$ cat src/rtl/biquad_capture_sequencer_if.sv
// Control, status and data bundle between the capture sequencer and its host.
// The master side drives triggers, phase lengths and the ADC stream.
// The slave side (the sequencer) returns the gated stream and status.
interface biquad_capture_sequencer_if #(
    parameter int DWIDTH  = 128,
    parameter int CNTBITS = 16
);
    logic               enable_i;
    logic               capture_i;
    logic               force_i;
    logic [CNTBITS-1:0] delay_len_i;
    logic [CNTBITS-1:0] gate_len_i;
    logic [CNTBITS-1:0] settle_len_i;
    logic [DWIDTH-1:0]  dat_i;
    logic [DWIDTH-1:0]  dat_o;
    logic               gate_o;
    logic               busy_o;
    logic               done_o;
    logic [15:0]        trig_count_o;
    logic [15:0]        miss_count_o;

    modport master (
        output enable_i, capture_i, force_i,
        output delay_len_i, gate_len_i, settle_len_i, dat_i,
        input  dat_o, gate_o, busy_o, done_o, trig_count_o, miss_count_o
    );

    modport slave (
        input  enable_i, capture_i, force_i,
        input  delay_len_i, gate_len_i, settle_len_i, dat_i,
        output dat_o, gate_o, busy_o, done_o, trig_count_o, miss_count_o
    );
endinterface

$ cat src/rtl/biquad_capture_sequencer.sv
// Capture sequencer: on a trigger, runs DELAY -> GATE -> SETTLE phases whose
// lengths are latched at trigger time, gating the ADC stream during GATE.
//
//   state  | meaning
//   -------+-------------------------------------------------------------
//   IDLE   | waiting for a trigger; triggers here start a sequence
//   DELAY  | counting down latched delay length, stream held at zero
//   GATE   | stream passed through (one cycle later on dat_o)
//   SETTLE | counting down latched settle length, stream held at zero
module biquad_capture_sequencer #(
    parameter int DWIDTH  = 128,
    parameter int CNTBITS = 16
) (
    input  logic                       clk_i,
    input  logic                       rst_i,
    biquad_capture_sequencer_if.slave  bus
);

    typedef enum logic [1:0] {
        S_IDLE   = 2'd0,
        S_DELAY  = 2'd1,
        S_GATE   = 2'd2,
        S_SETTLE = 2'd3
    } state_t;

    localparam logic [CNTBITS-1:0] CNT_ONE  = {{(CNTBITS-1){1'b0}}, 1'b1};
    localparam logic [CNTBITS-1:0] CNT_ZERO = '0;

    state_t             state;
    logic [CNTBITS-1:0] cnt;
    logic [CNTBITS-1:0] delay_len;
    logic [CNTBITS-1:0] gate_len;
    logic [CNTBITS-1:0] settle_len;
    logic               cap_q0;
    logic               cap_q1;
    logic [DWIDTH-1:0]  dat_q;
    logic               done_q;
    logic [15:0]        trig_cnt;
    logic [15:0]        miss_cnt;
    logic               rise;
    logic               trigger;

    // A coincident capture edge and force pulse collapse into one trigger.
    assign rise    = cap_q0 & ~cap_q1;
    assign trigger = (rise | bus.force_i) & bus.enable_i;

    assign bus.gate_o       = (state == S_GATE);
    assign bus.busy_o       = (state != S_IDLE);
    assign bus.dat_o        = dat_q;
    assign bus.done_o       = done_q;
    assign bus.trig_count_o = trig_cnt;
    assign bus.miss_count_o = miss_cnt;

    // Sequencer FSM, synchronizer, stream gate and trigger statistics.
    always_ff @(posedge clk_i) begin
        if (rst_i) begin
            state      <= S_IDLE;
            cnt        <= '0;
            delay_len  <= '0;
            gate_len   <= '0;
            settle_len <= '0;
            cap_q0     <= 1'b0;
            cap_q1     <= 1'b0;
            dat_q      <= '0;
            done_q     <= 1'b0;
            trig_cnt   <= '0;
            miss_cnt   <= '0;
        end else begin
            cap_q0 <= bus.capture_i;
            cap_q1 <= cap_q0;
            done_q <= 1'b0;
            dat_q  <= (state == S_GATE) ? bus.dat_i : '0;

            // Busy covers the last cycle of a phase too, so a trigger that
            // lands as the sequence wraps up is still a miss.
            if (trigger && (state != S_IDLE) && (miss_cnt != 16'hFFFF)) begin
                miss_cnt <= miss_cnt + 16'd1;
            end

            case (state)
                S_IDLE: begin
                    if (trigger) begin
                        trig_cnt   <= trig_cnt + 16'd1;
                        delay_len  <= bus.delay_len_i;
                        gate_len   <= bus.gate_len_i;
                        settle_len <= bus.settle_len_i;
                        if (bus.delay_len_i != CNT_ZERO) begin
                            state <= S_DELAY;
                            cnt   <= bus.delay_len_i - CNT_ONE;
                        end else if (bus.gate_len_i != CNT_ZERO) begin
                            state <= S_GATE;
                            cnt   <= bus.gate_len_i - CNT_ONE;
                        end else if (bus.settle_len_i != CNT_ZERO) begin
                            state <= S_SETTLE;
                            cnt   <= bus.settle_len_i - CNT_ONE;
                        end else begin
                            done_q <= 1'b1;
                        end
                    end
                end
                S_DELAY: begin
                    if (!bus.enable_i) begin
                        state <= S_IDLE;
                    end else if (cnt != CNT_ZERO) begin
                        cnt <= cnt - CNT_ONE;
                    end else if (gate_len != CNT_ZERO) begin
                        state <= S_GATE;
                        cnt   <= gate_len - CNT_ONE;
                    end else if (settle_len != CNT_ZERO) begin
                        state <= S_SETTLE;
                        cnt   <= settle_len - CNT_ONE;
                    end else begin
                        state  <= S_IDLE;
                        done_q <= 1'b1;
                    end
                end
                S_GATE: begin
                    if (!bus.enable_i) begin
                        state <= S_IDLE;
                    end else if (cnt != CNT_ZERO) begin
                        cnt <= cnt - CNT_ONE;
                    end else if (settle_len != CNT_ZERO) begin
                        state <= S_SETTLE;
                        cnt   <= settle_len - CNT_ONE;
                    end else begin
                        state  <= S_IDLE;
                        done_q <= 1'b1;
                    end
                end
                S_SETTLE: begin
                    if (!bus.enable_i) begin
                        state <= S_IDLE;
                    end else if (cnt != CNT_ZERO) begin
                        cnt <= cnt - CNT_ONE;
                    end else begin
                        state  <= S_IDLE;
                        done_q <= 1'b1;
                    end
                end
                default: state <= S_IDLE;
            endcase
        end
    end

endmodule
$ cat src/flat_wrapper.sv
// flat-port wrapper written by rule: the top's interface ports become plain ports
module biquad_capture_sequencer_flat 
#(
    parameter int DWIDTH  = 128,
    parameter int CNTBITS = 16
)
  (clk_i, rst_i, bus_enable_i, bus_capture_i, bus_force_i, bus_delay_len_i, bus_gate_len_i, bus_settle_len_i, bus_dat_i, bus_dat_o, bus_gate_o, bus_busy_o, bus_done_o, bus_trig_count_o, bus_miss_count_o);
  biquad_capture_sequencer_if #(.DWIDTH(DWIDTH), .CNTBITS(CNTBITS)) bus_i ();
  input  logic clk_i;
  input  logic rst_i;
  input wire logic [$bits(bus_i.enable_i)-1:0] bus_enable_i;
  input wire logic [$bits(bus_i.capture_i)-1:0] bus_capture_i;
  input wire logic [$bits(bus_i.force_i)-1:0] bus_force_i;
  input wire logic [$bits(bus_i.delay_len_i)-1:0] bus_delay_len_i;
  input wire logic [$bits(bus_i.gate_len_i)-1:0] bus_gate_len_i;
  input wire logic [$bits(bus_i.settle_len_i)-1:0] bus_settle_len_i;
  input wire logic [$bits(bus_i.dat_i)-1:0] bus_dat_i;
  output wire logic [$bits(bus_i.dat_o)-1:0] bus_dat_o;
  output wire logic [$bits(bus_i.gate_o)-1:0] bus_gate_o;
  output wire logic [$bits(bus_i.busy_o)-1:0] bus_busy_o;
  output wire logic [$bits(bus_i.done_o)-1:0] bus_done_o;
  output wire logic [$bits(bus_i.trig_count_o)-1:0] bus_trig_count_o;
  output wire logic [$bits(bus_i.miss_count_o)-1:0] bus_miss_count_o;
  assign bus_i.enable_i = bus_enable_i;
  assign bus_i.capture_i = bus_capture_i;
  assign bus_i.force_i = bus_force_i;
  assign bus_i.delay_len_i = bus_delay_len_i;
  assign bus_i.gate_len_i = bus_gate_len_i;
  assign bus_i.settle_len_i = bus_settle_len_i;
  assign bus_i.dat_i = bus_dat_i;
  assign bus_dat_o = bus_i.dat_o;
  assign bus_gate_o = bus_i.gate_o;
  assign bus_busy_o = bus_i.busy_o;
  assign bus_done_o = bus_i.done_o;
  assign bus_trig_count_o = bus_i.trig_count_o;
  assign bus_miss_count_o = bus_i.miss_count_o;
  biquad_capture_sequencer #(.DWIDTH(DWIDTH), .CNTBITS(CNTBITS)) u_core (.clk_i(clk_i), .rst_i(rst_i), .bus(bus_i));
endmodule
$ cat config.mk
export PLATFORM = sky130hd
export DESIGN_NAME = biquad_capture_sequencer_flat
export DESIGN_NICKNAME = d
export VERILOG_FILES = /design/src/rtl/biquad_capture_sequencer_if.sv /design/src/rtl/biquad_capture_sequencer.sv /design/src/flat_wrapper.sv
export SDC_FILE = /design/constraint.sdc
export NUM_CORES = 1
export LEC_CHECK = 0
export CORE_MARGIN = 2
export CORE_UTILIZATION = 48
export CTS_CLUSTER_SIZE = 8
export DETAILED_ROUTE_END_ITERATION = 8
export PLACE_DENSITY_LB_ADDON = 0.25
export SLEW_MARGIN = 20
export SYNTH_ARGS = -nofsm -noshare
export SYNTH_HDL_FRONTEND = slang
export SYNTH_SLANG_ARGS = --single-unit
$ cat constraint.sdc
create_clock -name clk_i -period 7.5 [get_ports clk_i]
set_clock_uncertainty 0.15 [all_clocks]
set_input_delay 0.75 -clock clk_i [delete_from_list [all_inputs] [get_ports clk_i]]
set_output_delay 0.75 -clock clk_i [all_outputs]
set_load 0.1 [all_outputs]
==> impl_metrics.ini <==
[setup_path]
cp_max_fo = 16
end_kind = flop
startpoint_type = primary input
worst_ep_arrival_time_ns = 4.06
crit_path_cell_trace = clkdlybuf4s50_1 -> or2_1 -> or4_1 -> nor2_1 -> and3_1 -> or3_1 -> nor2_1 -> o21ai_0 -> a21oi_1
path_common_cell = nor2_1
slowest_stage = nor2_1
max_stage_delay_ns = 0.72
cp_num_buf_inv = 1
path_class = primary input to flop
crit_required_ns = 7.76
critPathTopFamily = simple AND/OR/NAND/NOR gates

[sta]
final_hold_viol_count = 0
setup_slack_ns = 3.70
period_needed_ns = 3.80
slew_viol_final = 0
finalSetupViolations = 0
worst_pin_slew_ns = 1.10
post-route-period-util = 0.506
rsz0062_at_grt = false
timing.fmax_mhz = 263
setup_tns_ns = 0
relSlewSlack = 0.261

[final_layout]
final_cell_area_um2 = 13400
final-seq-area_um2 = 4260
post-route-util = 0.720
fill_cells = 1409
mostFrequentLayoutCells = 342 x clkdlybuf4s50_1, 213 x dfxtp_1, 131 x and2_1
area_growth_pct = 48.6
final_common_cell = clkdlybuf4s50_1
fin_nets = 1540
drive_above_1_share = 0.0532
multi_input_area_um2 = 4500

[power_and_ir_drop]
p_per_area_nw_per_um2 = 322
p_leak_nw = 5.01
ir_worst_vdd_mv = 0.213

[grt]
grt-ovfl-total = 0
antenna_found_initial = 2
grt_pass1_wl_um = 48900
grt_pass1_vias = 8441
grt_use_total = 0.318
grt_max_degree = 129

[clocking]
ctsHoldBuffers = 0
path_clk_slew_ns = 0.06
worst_skew_pair.late_latency_ns = 0.56
htree_levels = 1
clock-sinks = 213
post_cts_buffers = 0
post_cts_resized = 0
cts_tree = done
clockRootBuffer = clkbuf_16
numCtsBuffers = 30
cts.path.max_buffers = 3

[placement]
hpwl_um = 24500
io_buffers = 343
globalplace.congestion = 0.975
place_area_um2 = 12600
place_ws_ns = 3.23

[run_status]
outcome = completed

[synth]
ys_warn_count = 0
ys_seq_area_frac = 0.473
synth.top_cell.area_share = 0.473
avgSynthCellArea_um2 = 8.83
synth-async-reset-ratio = 0
yosys-top-cells-area = dfxtp_1 47%, and2_1 9.1%, nand2_1 4.9%
synthSimpleGateAreaFrac = 0.289
synth_seq_cells = 213
synthXorXnorAreaFrac = 0.0720
synth_top_family_by_area = simple AND/OR/NAND/NOR gates
synth_compound_gate_area_share = 0.124
ys_types = 74
synth_fa_ha_area_frac = 0.00972
synth_edf_count = 0
synth_cells = 1020
synth-main-ff-cell = dfxtp_1
synth_nets = 1208
synthMuxAreaShare = 0.00403
netlist.top_cell.by_area = dfxtp_1
syn-cell-area_um2 = 9010

[drt]
drc = 0
routedWlPerCell_um = 20.4
drtAntennaViolNets = 0
drt_iter0_markers = 607
wirelength_um = 32300
drt_pass1_iterations = 7
vias = 8680
viasPerCell = 5.46

[floorplanning]
rows = 50
start_util = 0.485
io_pins = 344
dieArea_um2 = 19900
die_w_um = 141
core_area_um2 = 18600
dieHeight_um = 141

[min_path]
hold_path_class = flop to flop

[run]
cap_violations = 0
synth_stat cells, types with 10 or more instances:
cell / instances
a21oi_1: 72
dfxtp_1: 213
and2_1: 131
or3_1: 10
nand2_1: 118
nor3_1: 26
nand3_1: 26
inv_1: 12
o211ai_1: 10
nor2_1: 92
xnor2_1: 34
nand4_1: 14
o21ai_0: 28
xor2_1: 40
clkbuf_1: 36
worst register-to-register path: stages, from the launching register on:
cell      delay, ns
dfxtp_1        0.40
or4_4          0.59
nor3_2         0.22
nand3_1        0.33
nor2_1         0.83
a22oi_1        0.16
o21ai_0        0.17
o21ai_0        0.14
a221oi_1       0.28
power by group:
part / switching [mW] / internal, mW
combinational: 1.20 / 0.544
clock: 0.473 / 0.711
sequential: 0.116 / 1.26
total: 1.79 / 2.51
through the flow:
step,cells,total power [mW],hold slack [ns]
2_1_floorplan,1020,2.63,0.280
3_3_place_gp,1554,3.10,0.295
3_5_place_dp,1554,3.11,0.307
4_1_cts,1587,4.29,0.315
5_1_grt,1589,4.48,0.343
6_report,1589,4.31,0.311
path summary, 6_finish.rpt:
kind              cells past startpoint                       start                           to  slack [ns]
setup / recovery                      9          bus_delay_len_i[0]  u_core.cnt[12]$_SDFFE_PP0P_        3.70
hold / removal                        1    u_core.cap_q0$_SDFF_PP0_     u_core.cap_q1$_SDFF_PP0_        0.31
setup reg to reg                      8  u_core.cnt[6]$_SDFFE_PP0P_   u_core.cnt[0]$_SDFFE_PP0P_        4.12
hold reg to reg                       1    u_core.cap_q0$_SDFF_PP0_     u_core.cap_q1$_SDFF_PP0_        0.31
metal layers:
metal,wire [um],GRT usage
met5,0,0
met4,996,0.0974
met3,3010,0.0890
met2,16100,0.556
met1,12200,0.380
registers in the layout, indices dropped and copies added (netlist names):
register	cells
u_core.bus.dat_o	128
u_core.bus.done_o	1
u_core.bus.miss_count_o	16
u_core.bus.trig_count_o	16
u_core.cap_q0	1
u_core.cap_q1	1
u_core.cnt	16
u_core.gate_len	16
u_core.settle_len	16
u_core.state	2
logic make-up after synthesis:
kind of cell,count (synthesis)
xor+xnor,74
flops,213
fa+ha+maj,7
mux,3
compound gates,175
simple gates,486
buf+inv,62
final cells by class:
class | instances | share of cell area
multi-input cells | 745 | 0.336
clock buffers | 32 | 0.0574
well taps | 234 | 0.0219
repair buffers | 349 | 0.260
inverters | 13 | 0.00365
clock inverters | 1 | 0.00224
flip-flops and latches | 213 | 0.319
diodes | 2 | 0.000374
Power figures use the tool's default switching activity.
